### src/rtl/timer_sched.sv
// Round-robin interval timer: grants one requester at a time, loads its len, counts down to zero, pulses done.
// Define TIMER_SCHED_ABORT_EN to add the abort input and aborted pulse output.
module timer_sched #(
  parameter int NUM_REQ = 4,
  parameter int CNT_W   = 10
) (
  input  logic                     clk,
  input  logic                     reset,
  input  logic [NUM_REQ-1:0]       req,
  input  logic [NUM_REQ*CNT_W-1:0] len,
  output logic [NUM_REQ-1:0]       grant,
  output logic [NUM_REQ-1:0]       done,
  output logic                     busy,
  output logic [CNT_W-1:0]         cur_cnt
`ifdef TIMER_SCHED_ABORT_EN
  ,
  input  logic                     abort,
  output logic                     aborted
`endif
);

  localparam int IDX_W = (NUM_REQ > 1) ? $clog2(NUM_REQ) : 1;

  typedef enum logic [1:0] {
    IDLE  = 2'd0,
    LOAD  = 2'd1,
    COUNT = 2'd2,
    DONE  = 2'd3
  } state_t;

  state_t             state_q, state_d;
  logic [NUM_REQ-1:0] grant_q, grant_d;
  logic [NUM_REQ-1:0] done_q, done_d;
  logic [CNT_W-1:0]   cnt_q, cnt_d;
  logic [IDX_W-1:0]   ptr_q, ptr_d;
  logic [IDX_W-1:0]   gidx_q, gidx_d;

  logic [CNT_W-1:0]   len_arr [NUM_REQ];
  logic [IDX_W-1:0]   cand;
  logic [IDX_W-1:0]   sel;
  logic               found;

`ifdef TIMER_SCHED_ABORT_EN
  logic aborted_q, aborted_d;
`endif

  function automatic logic [IDX_W-1:0] wrap_inc(input logic [IDX_W-1:0] v);
    return (v == IDX_W'(NUM_REQ - 1)) ? '0 : v + 1'b1;
  endfunction

  always_comb begin
    for (int i = 0; i < NUM_REQ; i++) begin
      len_arr[i] = len[i*CNT_W +: CNT_W];
    end
  end

  // Rotating priority search: first set req bit at or after ptr, wrapping.
  always_comb begin
    found = 1'b0;
    sel   = ptr_q;
    cand  = ptr_q;
    for (int k = 0; k < NUM_REQ; k++) begin
      if (!found && req[cand]) begin
        found = 1'b1;
        sel   = cand;
      end
      cand = wrap_inc(cand);
    end
  end

  always_comb begin
    state_d = state_q;
    grant_d = grant_q;
    done_d  = '0;
    cnt_d   = cnt_q;
    ptr_d   = ptr_q;
    gidx_d  = gidx_q;
`ifdef TIMER_SCHED_ABORT_EN
    aborted_d = 1'b0;
`endif
    case (state_q)
      IDLE: begin
        if (found) begin
          gidx_d       = sel;
          grant_d      = '0;
          grant_d[sel] = 1'b1;
          state_d      = LOAD;
        end
      end
      LOAD: begin
        cnt_d   = len_arr[gidx_q];
        state_d = COUNT;
      end
      COUNT: begin
        if (cnt_q != '0) begin
          cnt_d = cnt_q - 1'b1;
        end else begin
          done_d[gidx_q] = 1'b1;
          state_d        = DONE;
        end
      end
      DONE: begin
        grant_d = '0;
        ptr_d   = wrap_inc(gidx_q);
        state_d = IDLE;
      end
      default: state_d = IDLE;
    endcase
`ifdef TIMER_SCHED_ABORT_EN
    // Abort overrides the normal LOAD/COUNT step, including a pending done.
    if (abort && (state_q == LOAD || state_q == COUNT)) begin
      state_d   = IDLE;
      grant_d   = '0;
      done_d    = '0;
      cnt_d     = cnt_q;
      ptr_d     = wrap_inc(gidx_q);
      aborted_d = 1'b1;
    end
`endif
  end

  always_ff @(posedge clk or posedge reset) begin
    if (reset) begin
      state_q <= IDLE;
      grant_q <= '0;
      done_q  <= '0;
      cnt_q   <= '0;
      ptr_q   <= '0;
      gidx_q  <= '0;
    end else begin
      state_q <= state_d;
      grant_q <= grant_d;
      done_q  <= done_d;
      cnt_q   <= cnt_d;
      ptr_q   <= ptr_d;
      gidx_q  <= gidx_d;
    end
  end

`ifdef TIMER_SCHED_ABORT_EN
  always_ff @(posedge clk or posedge reset) begin
    if (reset) begin
      aborted_q <= 1'b0;
    end else begin
      aborted_q <= aborted_d;
    end
  end

  assign aborted = aborted_q;
`endif

  assign grant   = grant_q;
  assign done    = done_q;
  assign busy    = (state_q != IDLE);
  assign cur_cnt = cnt_q;

endmodule

### config.mk
export PLATFORM = sky130hd
export DESIGN_NAME = timer_sched
export DESIGN_NICKNAME = d
export VERILOG_FILES = /design/src/rtl/timer_sched.sv
export SDC_FILE = /design/constraint.sdc
export NUM_CORES = 1
export LEC_CHECK = 0
export BUFFER_PORTS_ARGS = -buffer_cell sky130_fd_sc_hd__buf_2
export CORE_ASPECT_RATIO = 0.5
export CORE_UTILIZATION = 35
export CTS_CLUSTER_DIAMETER = 100
export DETAILED_ROUTE_END_ITERATION = 8
export PLACE_DENSITY = 0.61
export REMOVE_ABC_BUFFERS = 1
export SLEW_MARGIN = 25
export SYNTH_ARGS = -nofsm -noshare
export SYNTH_HDL_FRONTEND = slang
export SYNTH_SLANG_ARGS = --single-unit
### constraint.sdc
create_clock -name clk -period 6.6 [get_ports clk]
set_clock_uncertainty 0.1 [all_clocks]
set_input_delay 0.33 -clock clk [delete_from_list [all_inputs] [get_ports clk]]
set_output_delay 0.33 -clock clk [all_outputs]
set_load 0.005 [all_outputs]
---- Yosys cells after proc, flatten, opt, wreduce, memory -nomap -nowiden ----
Index checks and enable logic that the tools add are counted.
cells by class
  add/sub/neg operators ................... 5
  eq/ne operators ......................... 10
  shift operators ......................... 0
  $lt $le $gt $ge ......................... 9
  reductions and logical operators ........ 17
  multiply operators ...................... 0
  muxes and demuxes ....................... 35
  bitwise logic cells ..................... 1
  divide/modulo/power cells ............... 0
operators by type and width
  cell                                                        number
  two-way mux 10 bit                                          3
  binary-select mux 10 bit (select 2 bit)                     1
  one-hot mux 10 bit (2 select lines)                         1
  less-than comparator 2 x 3 -> 1 bit, second input constant  6
  two-way mux 2 bit                                           9
  equality test 2 bit, second input constant                  6
  two-way mux 4 bit                                           3
  two-way mux 1 bit                                           10
  nonzero test 10 bit                                         1
  subtractor 10 x 1 -> 10 bit, second input constant          1
  adder 2 x 1 -> 2 bit, second input constant                 4
  binary-select mux 1 bit (select 2 bit)                      4
  one-hot mux 2 bit (4 select lines)                          1
  one-hot mux 4 bit (2 select lines)                          1
  AND reduction 2 bit                                         4
  inequality test 2 bit, second input constant                3
  nonzero test 2 bit                                          3
  logical AND 1 bit                                           5
  demux 1 bit (select 2 bit)                                  2
  >= comparator 2 x 1 -> 1 bit, second input constant         2
  >= comparator 3 bit, second input constant                  1
  logical NOT 1 bit                                           3
  NOT 2 -> 3 bit                                              1
  equality test 2 x 1 -> 1 bit, second input constant         1
  logical NOT 2 bit                                           1
word-level totals
  bits in latches ......................... 0
  ROM bits ................................ 0
  bits in writable memories ............... 0
  output and inout port bits .............. 19
  bits in registers ....................... 24
  word-level logic and storage cells ...... 83
  memories kept ........................... 0

---- Depth between registers and ports, before layout ----
  word-level depth ........................ 18
  depth in mapped cells ................... 8
  depth with buffers taken out ............ 8

---- Worst setup path before layout ----
Ideal clock, no wire load.
  path kind ............................... flip-flop to flip-flop
  start point ............................. register ptr_q[1]
  end point ............................... register grant_q[2] (netlist: grant[2])
  setup time .............................. 0.122 ns
  stages on the path, launching flop included .. 9
  slack ................................... 4.269 ns
  clock period less this slack ............ 2.331 ns
  required time ........................... 6.378 ns
  data arrival time ....................... 2.109 ns
  path buffers ............................ 1
  cell sequence ........................... dfrtp_1 > ha_1 > buf_2 > or3_4 > a211o_1 > o22ai_1 > a32o_2 > a22oi_2 > a32o_1
on the way
  cells in the longest elaborated chain, start to end .. 18
  elaborated cells on any way between the ends .. 39
ends and longest elaborated chain
  element                                                                                       RTL line  source
  start: declaration                                                                            35        logic [IDX_W-1:0] ptr_q, ptr_d;
  start signal: assignment                                                                      135       ptr_q <= ptr_d;
  parallel branches: the longest is 18 deep, another holds less-than comparator 2 x 3 -> 1 bit  n/a
  end signal: assignment                                                                        132       grant_q <= grant_d;
  end: declaration                                                                              32        logic [NUM_REQ-1:0] grant_q, grant_d;
Parallel ways; which one is timed is not known. The select of a mux whose other input is x is not followed.
A chain may end at the register's enable or synchronous reset.

---- Worst setup path in the final report ----
  start point ............................. register ptr_q[0]
  end point ............................... register state_q[1]
on the way
  cells in the longest elaborated chain, start to end .. 14
  elaborated cells on any way between the ends .. 29
ends and longest elaborated chain
  element                                                                        RTL line  source
  parallel branches: the longest is 11 deep, another holds adder 2 x 1 -> 2 bit  n/a
  two-way mux 1 bit *                                                            63        if (!found && req[cand]) begin
  inequality test 2 bit (no source line) *                                       n/a
  AND reduction 2 bit (no source line) *                                         n/a
  end signal: assignment                                                         131       state_q <= state_d;
  end: declaration                                                               31        state_t state_q, state_d;
Mark *: on every way between the ends. The select of a mux whose other input is x is not followed.

==> metrics.md <==
| Metric | Value |
|---|---|
| Critical-path cell list | ha_1 > xor2_1 > a22o_1 > a221oi_2 > nor4_2 > a21oi_1 > mux2_2 |
| Vias in the first global route | 1544 |
| Beginning of the critical path | ptr_q[0]$_DFFE_PP0P_ |
| Post-CTS sizing | 0 |
| CP top delay family | compound AO/OA/AOI/OAI gates |
| Starting DRC count in detailed routing | 71 |
| Commonest non-fill, non-tap cell in the layout | buf_2 |
| Clock Pin Slew Worst Setup and Hold Paths | 0.09 ns |
| Fraction of layout cells with a size suffix above 1 | 0.387 |
| RD Place Congestion | 0.818 |
| Most frequent cells in the layout | 64 x buf_2, 24 x dfrtp_1, 13 x nor2_1 |
| Worst-Skew Late Latency | 0.27 ns |
| Hold Buf Count CTS | 0 |
| CTS buffer count | 3 |
| Post-CTS Setup Bufs | 0 |
| Final setup fails | 0 |
| Placed Instances | 314 |
| Top FF cell, synth | dfrtp_1 |
| Final setup margin | around 3.7 ns |
| Post-synthesis instance total | 189 |
| Crit-path max FO | 16 |
| Pwr Total | roughly 1.1 mW |
| Fillers | 499 |
| Yosys warnings | 0 |
| Final period util | 0.435 |
| Die width | ~110 µm |
| R2R Path Start | ptr_q[0]$_DFFE_PP0P_ |
| Placement Setup Slack | 3.76 ns |
| Avg WL per Cell | 13.6 µm |
| Die ar. | about 0.006 mm² |
| Finished Layout Cells | 318 |
| Seq/Total Area, Yosys | 0.308 |
| CP Class | flop to flop |
| Post-DRT Antenna Nets | 0 |
| Largest net degree at the start of global routing | 25 |
| Synthesized area per cell | 10.3 µm² |
| Setup TNS | 0 ns |
| Detailed Routing Iterations Pass 1 | 4 |
| Final Slew Violations | 0 |
| Hpwl dp | 3330 µm |
| Layout area overhead | 21.5% |
| Wirelength, routed | 4320 µm |
| Vias/cell | 5.32 |
| Leak | 1.10 nW |
| Cell area after synthesis | 0.00195 mm² |
| Final #Nets | about 300 |
| CP max-delay cell | dfrtp_1 |
| Violated checks | negative hold slack |
| Status | finished, violations left |
| Detailed-route via count | 1691 |
| Max_cap viols | 0 |
| Min Hold Slack | -0.0106 ns |
| Global route overflow | 0 |
| CTS tree | built |
| Hold Path Class | input port to async pin |
| RSZ-0062 raised after global routing | no |
| Fmax achieved | 348 MHz |
| First-pass GRT wire length | roughly 7200 µm |
| Worst EP arrival | about 2.9 ns |
| Placement Rows | 18 |
| Initial antenna violation count | 0 |
| Ant. Diodes | 0 |
| Worst-Margin Slew | ~0.75 ns |
| GRT Total Usage | 0.156 |
| Slew margin rel. | 0.502 |
| Clk sinks | 24 |
| Hold Fails Final Rpt | 24 |
| DRC | 0 |
| CTS root buf | clkbuf_8 |
| CP Capture Type | flop |
| CTS HTree Levels | 1 |
| Max rail drop VDD | 216 µV |
| R2r setup slk | 3.73 ns |
| Async set-reset flop share out of synthesis | 1.00 |
| Initial Utilization | 0.380 |
| Minimum clock period | 2.87 ns |
| Port Buf Inserts | 64 |
| Num ports | 65 |
| Post-synth EDFFs | 0 |
| Distinct cells, synth | 48 |
| Critical path buffer and inverter count | 0 |
| WP data required | 6.66 ns |
| Die Ht | 54.8 µm |
| FF+latch count, synth | 24 |
| PD cells | 479 mW/mm² |
| Slowest stage delay, CP | 0.77 ns |
| Max clock buf depth | 2 |
| Worst Setup Start Kind | flop |
| Core area | 0.00513 mm² |
## synth_stat cells, types with 3 or more instances
cell type	number	area, µm²
a211oi_1	4	30.0
a21oi_1	11	55.1
a22o_1	5	43.8
a31oi_1	3	18.8
and2_1	4	25.0
clkbuf_1	4	15.0
dfrtp_1	24	601
ha_1	11	138
inv_1	12	45.0
mux2i_1	6	60.1
mux4_2	12	270
nand2_1	12	45.0
nand3_1	6	30.0
nor2_1	13	48.8
nor2b_1	4	25.0
nor3_1	4	20.0
o21ai_0	10	50.1
## power by group
group | internal (mW) | total, mW | switching (mW) | leakage, nW
registers | 0.205 | 0.312 | 0.107 | 0.301
logic | 0.345 | 0.691 | 0.346 | 0.765
clock network | 0.0811 | 0.131 | 0.0495 | 0.0357
## worst paths after layout
check | end | cells past startpoint
max | state_q[1]$_DFFE_PP0P_ | 7
min | done[1]$_DFF_PP0_ | 2
max reg2reg | state_q[1]$_DFFE_PP0P_ | 7
min reg2reg | grant[2]$_DFFE_PP0P_ | 1
max in group asynchronous | grant[2]$_DFFE_PP0P_ | 2
min in group clk | grant[2]$_DFFE_PP0P_ | 1
## through the flow
stage / utilization / area (µm²)
CTS: 0.461 / 2370
floorplan: - / 1890
global route: 0.461 / 2370
global placement: 0.447 / 2300
detailed placement: 0.447 / 2300
finish: 0.461 / 2370
## logic make-up (layout without fill, tap and decap cells)
group / Yosys count / in the layout / synth area share
AO/OA/AOI/OAI: 55 / 55 / 0.202
AND/OR/NAND/NOR: 52 / 52 / 0.142
flip-flops: 24 / 24 / 0.308
multiplexers: 23 / 23 / 0.212
buffers and inverters: 22 / 81 / 0.0558
adder cells (fa/ha/maj): 11 / 11 / 0.0706
XOR/XNOR: 2 / 2 / 0.00899
## worst register-to-register path: stages, from the launching register on
cell      delay (ns)
dfrtp_1         0.77
ha_1            0.44
xor2_1          0.22
a22o_1          0.22
a221oi_2        0.39
nor4_2          0.09
a21oi_1         0.18
mux2_2          0.35
## cell type report
type                            count  area, µm²  share of cell area
Tap cell                           70       87.6              0.0370
Sequential cell                    24        601               0.254
Timing Repair Buffer               64        320               0.135
Multi-Input combinational cell    143       1240               0.524
Inverter                           13       48.8              0.0206
Clock buffer                        3       41.3              0.0174
Clock inverter                      1       30.0              0.0127
## flip-flops by register name, summed over array words and instances (netlist names)
name / flops
cur_cnt: 10
done: 4
grant: 4
gidx_q: 2
ptr_q: 2
state_q: 2
## layer usage
metal / track usage / share of wire / up-vias
met2: 0.276 / 0.49 / 18
met1: 0.209 / 0.49 / 835
met3: 0.0262 / 0.019 / 2
met5: 0 / 0 / -
li1: - / - / 836
met4: 0.0251 / 0.0039 / 0
No activity file was read; power rests on OpenSTA's default activity.
